File: src/rtl/seg7_bcd_reader_pkg.sv
// Shared definitions for the segment-pattern to BCD reader: segment
// encodings (bit0=a .. bit6=g, active-high), error bit positions and FSM states.
package seg7_bcd_reader_pkg;

  localparam logic [6:0] SEG_0 = 7'h3F;
  localparam logic [6:0] SEG_1 = 7'h06;
  localparam logic [6:0] SEG_2 = 7'h5B;
  localparam logic [6:0] SEG_3 = 7'h4F;
  localparam logic [6:0] SEG_4 = 7'h66;
  localparam logic [6:0] SEG_5 = 7'h6D;
  localparam logic [6:0] SEG_6 = 7'h7D;
  localparam logic [6:0] SEG_7 = 7'h07;
  localparam logic [6:0] SEG_8 = 7'h7F;
  localparam logic [6:0] SEG_9 = 7'h6F;

  // Nibble stored in place of a digit whose pattern is not recognised.
  localparam logic [3:0] BCD_INVALID = 4'hF;

  // Positions inside the 2-bit error field.
  localparam int unsigned ERR_INVALID  = 0;
  localparam int unsigned ERR_OVERFLOW = 1;

  typedef enum logic {
    COLLECT = 1'b0,
    HOLD    = 1'b1
  } state_t;

endpackage

File: src/rtl/seg7_bcd_reader_to_bcd.sv
// Combinational lookup from a 7-segment pattern to a BCD nibble; patterns
// outside the 0..9 set report valid=0 with the invalid nibble.
module seg7_to_bcd
  import seg7_bcd_reader_pkg::*;
(
  input  logic [6:0] seg,
  output logic       valid,
  output logic [3:0] nibble
);

  // Exact-match decode of the ten legal digit patterns.
  always_comb begin
    valid  = 1'b1;
    nibble = BCD_INVALID;
    case (seg)
      SEG_0:   nibble = 4'd0;
      SEG_1:   nibble = 4'd1;
      SEG_2:   nibble = 4'd2;
      SEG_3:   nibble = 4'd3;
      SEG_4:   nibble = 4'd4;
      SEG_5:   nibble = 4'd5;
      SEG_6:   nibble = 4'd6;
      SEG_7:   nibble = 4'd7;
      SEG_8:   nibble = 4'd8;
      SEG_9:   nibble = 4'd9;
      default: begin
        valid  = 1'b0;
        nibble = BCD_INVALID;
      end
    endcase
  end

endmodule

File: src/rtl/seg7_bcd_reader.sv
// Accumulates a stream of 7-segment patterns (MSD first) into a packed,
// right-aligned BCD frame and offers it on a valid/ready result handshake.
module seg7_bcd_reader
  import seg7_bcd_reader_pkg::*;
#(
  parameter  int DIGITS = 4,
  localparam int CW     = $clog2(DIGITS + 1)
) (
  input  logic                  clk,
  input  logic                  rst_n,
  input  logic                  seg_valid,
  output logic                  seg_ready,
  input  logic [6:0]            seg_data,
  input  logic                  seg_last,
  output logic                  bcd_valid,
  input  logic                  bcd_ready,
  output logic [4*DIGITS-1:0]   bcd_data,
  output logic [CW-1:0]         bcd_count,
  output logic [1:0]            bcd_err
);

  state_t              state;
  logic [4*DIGITS-1:0] data_q;
  logic [CW-1:0]       count_q;
  logic [1:0]          err_q;

  logic                pat_valid;
  logic [3:0]          pat_nibble;
  logic                accept;
  logic                room;
  logic [4*DIGITS-1:0] shifted;

  seg7_to_bcd u_dec (
    .seg    (seg_data),
    .valid  (pat_valid),
    .nibble (pat_nibble)
  );

  // Beat acceptance, free-slot test and next shift-register value.
  // The shift is written as shift-then-overwrite so DIGITS=1 needs no special case.
  always_comb begin
    accept       = seg_valid && (state == COLLECT);
    room         = (count_q < CW'(DIGITS));
    shifted      = data_q << 4;
    shifted[3:0] = pat_nibble;
  end

  // Frame FSM with digit shift register, counter and sticky error flags.
  always_ff @(posedge clk or negedge rst_n) begin
    if (!rst_n) begin
      state   <= COLLECT;
      data_q  <= '0;
      count_q <= '0;
      err_q   <= '0;
    end else begin
      case (state)
        COLLECT: begin
          if (accept) begin
            if (room) begin
              data_q  <= shifted;
              count_q <= count_q + 1'b1;
              if (!pat_valid) err_q[ERR_INVALID] <= 1'b1;
            end else begin
              err_q[ERR_OVERFLOW] <= 1'b1;
            end
            if (seg_last) state <= HOLD;
          end
        end
        HOLD: begin
          if (bcd_ready) begin
            data_q  <= '0;
            count_q <= '0;
            err_q   <= '0;
            state   <= COLLECT;
          end
        end
        default: state <= COLLECT;
      endcase
    end
  end

  // Handshake flags come from the state register only; result fields are the held registers.
  always_comb begin
    seg_ready = (state == COLLECT);
    bcd_valid = (state == HOLD);
    bcd_data  = data_q;
    bcd_count = count_q;
    bcd_err   = err_q;
  end

endmodule
File: config.mk
export PLATFORM = sky130hd
export DESIGN_NAME = seg7_bcd_reader
export DESIGN_NICKNAME = d
export VERILOG_FILES = /design/src/rtl/seg7_bcd_reader_pkg.sv /design/src/rtl/seg7_bcd_reader_to_bcd.sv /design/src/rtl/seg7_bcd_reader.sv
export SDC_FILE = /design/constraint.sdc
export NUM_CORES = 1
export LEC_CHECK = 0
export ABC_AREA = 1
export BUFFER_PORTS_ARGS = -buffer_cell sky130_fd_sc_hd__buf_4
export CORE_MARGIN = 2
export CORE_UTILIZATION = 43
export CTS_CLUSTER_DIAMETER = 200
export DETAILED_ROUTE_END_ITERATION = 7
export HOLD_SLACK_MARGIN = 0.08
export PLACE_DENSITY = 0.67
export SLEW_MARGIN = 10
export SYNTH_ARGS = -nofsm -noshare
export SYNTH_HDL_FRONTEND = slang
export SYNTH_HIERARCHICAL = 1
export SYNTH_SLANG_ARGS = --single-unit
File: constraint.sdc
create_clock -name clk -period 1.4 [get_ports clk]
set_clock_uncertainty 0.15 [all_clocks]
set_input_delay 0.14 -clock clk [delete_from_list [all_inputs] [get_ports clk]]
set_output_delay 0.14 -clock clk [all_outputs]
set_load 0.01 [all_outputs]
==> flow_metrics.py, run 1 <==
metrics = {
    "outcome": {
        "status": "complete, no violations",
    },
    "route": {
        "routedWlPerCell_microns": 11.9,
        "avgViaCountPerCell": 5.09,
        "vias": 1182,
        "drt_wl_total_mm": 2.77,
        "drt_pass1_iterations": 4,
        "drtIter0Drc": 41,
        "ant_nets": 0,
        "drc_errors": 0,
    },
    "critical_path": {
        "slowest_stage": "dfrtp_1",
        "crit_family": "flip-flops",
        "crit_path_end_kind": "output port",
        "timing_worst_setup_path_type": "register to output port",
        "cp.arrival_ns": 1.05,
        "crit_path_max_incr_delay_ns": 0.42,
        "cp.required_ns": 1.11,
        "crit_buf_inv": 3,
        "worstSetupStartpointType": "register",
        "cp_max_fo": 10,
        "timing.critical_path.cells": "inv_2 -> buf_6 -> buf_4",
    },
    "die": {
        "core_area_sq_mm": 0.00276,
        "dieHeight_microns": 57.9,
        "die-area_sq_mm": 0.00335,
        "die_w_microns": 57.9,
        "ios": 35,
        "rows": 19,
        "start_util_pct": 45.3,
    },
    "timing": {
        "setup-violations-final": 0,
        "slew_viol_final": 0,
        "final.setup.tns_ns": 0,
        "max_freq_ghz": 0.746,
        "rsz0062_at_grt": "no",
        "hold_viol": 0,
        "min_period_ns": 1.34,
        "max_slew.worst_pin.slew_ns": 0.326,
        "finalCritPeriodShare_pct": 95.8,
        "max_slew_margin_pct": 78.2,
        "fin_hold_ws_ns": 0.0880,
    },
    "min_path": {
        "hold_class": "input port to async pin",
    },
    "logic_synthesis": {
        "yosys_warnings": 6,
        "yosys.area.top_type_share_pct": 44.1,
        "avgSynthCellArea_sq_um": 7.85,
        "ys_types": 16,
        "yosysSeqAreaShare_pct": 44.1,
        "synth_nets": 172,
        "synth_top_area_cell": "dfrtp_1",
        "syn_area_sq_mm": 0.00125,
        "ys_ff_latch": 22,
        "synth_area_leaders": "dfrtp_1 (44%), nand2_1 (17%), nand2_2 (9.5%)",
        "syn_inst": 159,
    },
    "clocking": {
        "htree_levels": 1,
        "cts_tree": "yes",
        "cts_buffers": 3,
        "clock_insertion_delay_worst_skew_ns": 0.31,
        "root_buffer": "clkbuf_4",
        "clkTransAtPathRegs_ns": 0.12,
        "clock_path_buffers": 2,
        "clock_sinks": 22,
    },
    "cells_and_area": {
        "synthToLayoutAreaGrowth_pct": 30.5,
        "n_fill_cell": 264,
        "drive_above_1_share_pct": 37.8,
        "diodes": 0,
        "fin_area_sq_mm": 0.00163,
        "nNetsFinal": 215,
    },
    "placement": {
        "routabilityCongestion": 0.801,
        "placed_area_sq_mm": 0.00152,
        "dp_hpwl_mm": 1.86,
        "io_buffers": 34,
    },
    "power_and_ir_drop": {
        "power-per-cell-area_mw_per_mm2": 1600,
        "ir_drop_mv": 1.29,
        "power.leakage_nw": 0.896,
    },
    "global_routing": {
        "grt_pass1_wl_mm": 4.87,
        "grt_pass1_vias": 1130,
        "grt.overflow.total": 0,
        "grt_util_all_layers_pct": 18.4,
        "antenna_found_initial": 0,
        "grt_max_degree": 23,
    },
    "run": {
        "maxCapViolCount": 0,
    },
}
per-layer routing:
layer	global-route usage, %	part of all wire (%)
met1	24.8	46
met2	30.0	48
met3	4.02	4.6
met4	4.98	0.83
met5	0	0
repair_timing:
item | 4_1_cts | 5_1_grt
cloned | 0 | 1
pin swaps | 0 | 1
buffers inserted | 2 | 0
resized for setup | 1 | 2
endpoints found under the hold margin | 25 | 0
endpoints found under the setup margin | 1 | 17
hold buffers | 4 | 0
cell families after synthesis:
family | after synthesis | synth area share, %
simple gates | 117 | 46.1
flops | 22 | 44.1
buf+inv | 17 | 6.91
compound gates | 2 | 1.90
fa+ha+maj | 1 | 1.00
report_power, final:
part           internal, mW  total (mW)  switching (mW)  leakage, nW
Sequential            0.882        1.11           0.223        0.284
Clock                 0.159       0.348           0.189       0.0210
Combinational         0.543        1.15           0.603        0.591
Total                  1.58        2.60            1.02        0.896
cells in the mapped netlist (all sizes together):
| cell | count |
|---|---|
| dfrtp | 22 |
| ha | 1 |
| nand3 | 5 |
| inv | 11 |
| buf | 6 |
| o31ai | 1 |
| nand2 | 77 |
| nor2 | 17 |
| nand4 | 18 |
| o21ai | 1 |
final timing paths:
kind                            depth (start not counted)            to  slack (ns)         start
worst max-delay path                                    3     seg_ready        0.06     bcd_valid
max in group asynchronous                               2   bcd_data[5]        0.78         rst_n
worst min register to register                          2  bcd_data[13]        0.34  bcd_data[13]
worst min-delay path                                    2  bcd_count[2]        0.09         rst_n
worst max register to register                          4   bcd_data[4]        0.10  bcd_count[2]
min in group clk                                        5   bcd_data[3]        0.11   seg_data[5]
layout by cell type (no fill, tap or decap):
cell and n:
clkbuf_8 1, nand2_1 55, inv_1 7, nor2_1 12
inv_2 4, nand2_4 3, nand3_1 5, nor2_2 3
buf_4 38, o21ai_4 1, o31ai_1 1, nor2_4 2
nand2_2 20, ha_1 1, buf_6 1, clkbuf_4 3
nand4_1 18, dlygate4sd3_1 4, dfrtp_1 22
area by class of cell:
cell class / count / area [sq um] / share of cell area [%]
inverters: 11 / 41.3 / 2.53
flip-flops and latches: 22 / 551 / 33.8
clock buffers: 4 / 36.3 / 2.23
well taps: 31 / 38.8 / 2.38
repair buffers: 43 / 337 / 20.7
multi-input cells: 121 / 626 / 38.4
through the flow:
stage / total power, mW / setup WS [ns] / instances / utilization, %
global placement: 2.21 / 0.00906 / 221 / 55.1
floorplan: 1.71 / 0.131 / 159 / -
global route: 2.81 / 0.00636 / 232 / 59.1
CTS: 2.61 / 0.0378 / 231 / 58.6
finish: 2.60 / 0.0589 / 232 / 59.1
detailed placement: 2.23 / -0.0262 / 221 / 55.1
sequential cells by signal (all words and copies together), names as in the netlist:
name       cells
bcd_count      3
bcd_data      16
bcd_err        2
bcd_valid      1
(Power assumes the default switching activity.)
==> run 2: changes to the inputs <==
clock period = 1.7 ns   (was 1.4 ns; I/O delays follow)
==> run 2 against run 1 <==
Effect of this change:
- via count down 3.1%
- global-route usage is 0.40 points lower
- combinational power fell by 21%
- final area shrank 1.8%
- sequential power shrank 18%
- sequential share of layout area up 0.61 points
- critical path depth is the same
- setup slack improved by 0.035 ns
==> flow_metrics.py, run 2 (synthesized netlist as in run 1, its figures left out) <==
metrics = {
    "route": {
        "drc_errors": 0,
        "ant_nets": 0,
        "vias": 1145,
        "avgViaCountPerCell": 5.04,
        "routedWlPerCell_microns": 11.7,
        "drtIter0Drc": 28,
        "drt_pass1_iterations": 6,
        "drt_wl_total_mm": 2.65,
    },
    "global_routing": {
        "grt_pass1_wl_mm": 4.75,
        "grt_max_degree": 23,
        "grt.overflow.total": 0,
        "grt_util_all_layers_pct": 18.0,
        "grt_pass1_vias": 1114,
        "antenna_found_initial": 0,
    },
    "outcome": {
        "status": "complete, no violations",
    },
    "power_and_ir_drop": {
        "power-per-cell-area_mw_per_mm2": 1390,
        "power.leakage_nw": 0.877,
        "ir_drop_mv": 0.967,
    },
    "timing": {
        "slew_viol_final": 0,
        "rsz0062_at_grt": "no",
        "min_period_ns": 1.61,
        "setup-violations-final": 0,
        "final.setup.tns_ns": 0,
        "max_slew_margin_pct": 78.1,
        "hold_viol": 0,
        "finalCritPeriodShare_pct": 94.5,
        "fin_hold_ws_ns": 0.119,
        "max_slew.worst_pin.slew_ns": 0.328,
        "max_freq_ghz": 0.623,
    },
    "critical_path": {
        "crit_path_end_kind": "output port",
        "timing_worst_setup_path_type": "register to output port",
        "cp.arrival_ns": 1.29,
        "cp_max_fo": 12,
        "worstSetupStartpointType": "register",
        "cp.required_ns": 1.38,
    },
    "cells_and_area": {
        "synthToLayoutAreaGrowth_pct": 28.2,
        "drive_above_1_share_pct": 35.7,
        "diodes": 0,
        "layout_common_cells": "nand2_1 (56), buf_4 (35), dfrtp_1 (22), nand2_2 (19), nand4_1 (18)",
        "post-route-util_pct": 58.0,
        "mostFrequentLayoutCell": "nand2_1",
        "nNetsFinal": 210,
        "largest_register_ffs": 16,
        "fin_area_sq_mm": 0.00160,
        "n_fill_cell": 259,
    },
    "clocking": {
        "clock_path_buffers": 2,
        "clock_insertion_delay_worst_skew_ns": 0.31,
        "htree_levels": 1,
        "clkTransAtPathRegs_ns": 0.13,
        "cts_setup_buffers": 0,
        "cts_buffers": 3,
        "clock_sinks": 22,
        "root_buffer": "clkbuf_4",
        "cts_tree": "yes",
    },
    "die": {
        "die_w_microns": 57.9,
        "rows": 19,
        "dieHeight_microns": 57.9,
        "start_util_pct": 45.3,
        "die-area_sq_mm": 0.00335,
        "ios": 35,
        "core_area_sq_mm": 0.00276,
    },
    "min_path": {
        "hold_class": "input port to async pin",
    },
    "placement": {
        "dp_hpwl_mm": 1.89,
        "io_buffers": 34,
        "routabilityCongestion": 0.797,
        "placed_area_sq_mm": 0.00151,
    },
    "run": {
        "maxCapViolCount": 0,
    },
}
## run 2: cell count changes in the layout (fill, tap and decap cells not counted)
| cell | change |
|---|---|
| buf_4 | -3 |
| nand2_1 | +1 |
| nand2_4 | -1 |
| nand2_2 | -1 |
| bufinv_16 | +1 |
| inv_4 | +1 |
| inv_2 | -1 |
| buf_6 | -1 |
| clkbuf_8 | -1 |
## run 2: power by group
group	switching (mW)	total (mW)	leakage [nW]	internal [mW]
clock network	0.160	0.399	0.0279	0.238
logic	0.482	0.909	0.565	0.428
registers	0.186	0.912	0.284	0.726
total	0.828	2.22	0.877	1.39
## run 2: final cells by class
class,count,area [sq um],share of cell area (%)
clock buffer,3,22.5,1.41
clock inverter,1,30.0,1.88
inverter,11,43.8,2.74
multi-input combinational,120,612,38.2
sequential,22,551,34.4
tap,31,38.8,2.42
timing repair buffer,39,303,18.9
## run 2: worst max-delay path, stage by stage, from the launching register on
cell and delay [ns]:
dfrtp_1 0.48, inv_4 0.16, buf_4 0.20, buf_4 0.14
## run 2: metal layers
layer	share of wire [%]	wire, microns	global-route usage [%]
met1	47	1260	24.2
met2	47	1260	29.5
met3	4.4	116	2.90
met4	0.64	17	5.98
met5	0	0	0
## run 2: path summary, 6_finish.rpt
kind	start	to	slack (ns)	depth (start not counted)
worst min register to register	bcd_data[13]	bcd_data[13]	0.34	2
worst min-delay path	rst_n	bcd_data[15]	0.12	2
min in group clk	seg_data[5]	bcd_data[3]	0.14	5
max in group asynchronous	rst_n	bcd_data[3]	1.05	2
worst max register to register	bcd_valid	bcd_data[3]	0.39	5
worst max-delay path	bcd_valid	seg_ready	0.09	3
## run 2: timing repair
action	in CTS	in global routing
setup endpoints to repair	0	1
endpoints found under the hold margin	38	0
hold buffers	4	0
gates resized for setup	0	1
## run 2: through the flow
step	setup WS (ns)	instances	power, mW
global route	0.0138	227	2.40
CTS	0.0161	227	2.25
detailed placement	0.238	219	1.84
finish	0.0943	227	2.22
floorplan	0.431	159	1.41
global placement	0.270	219	1.82
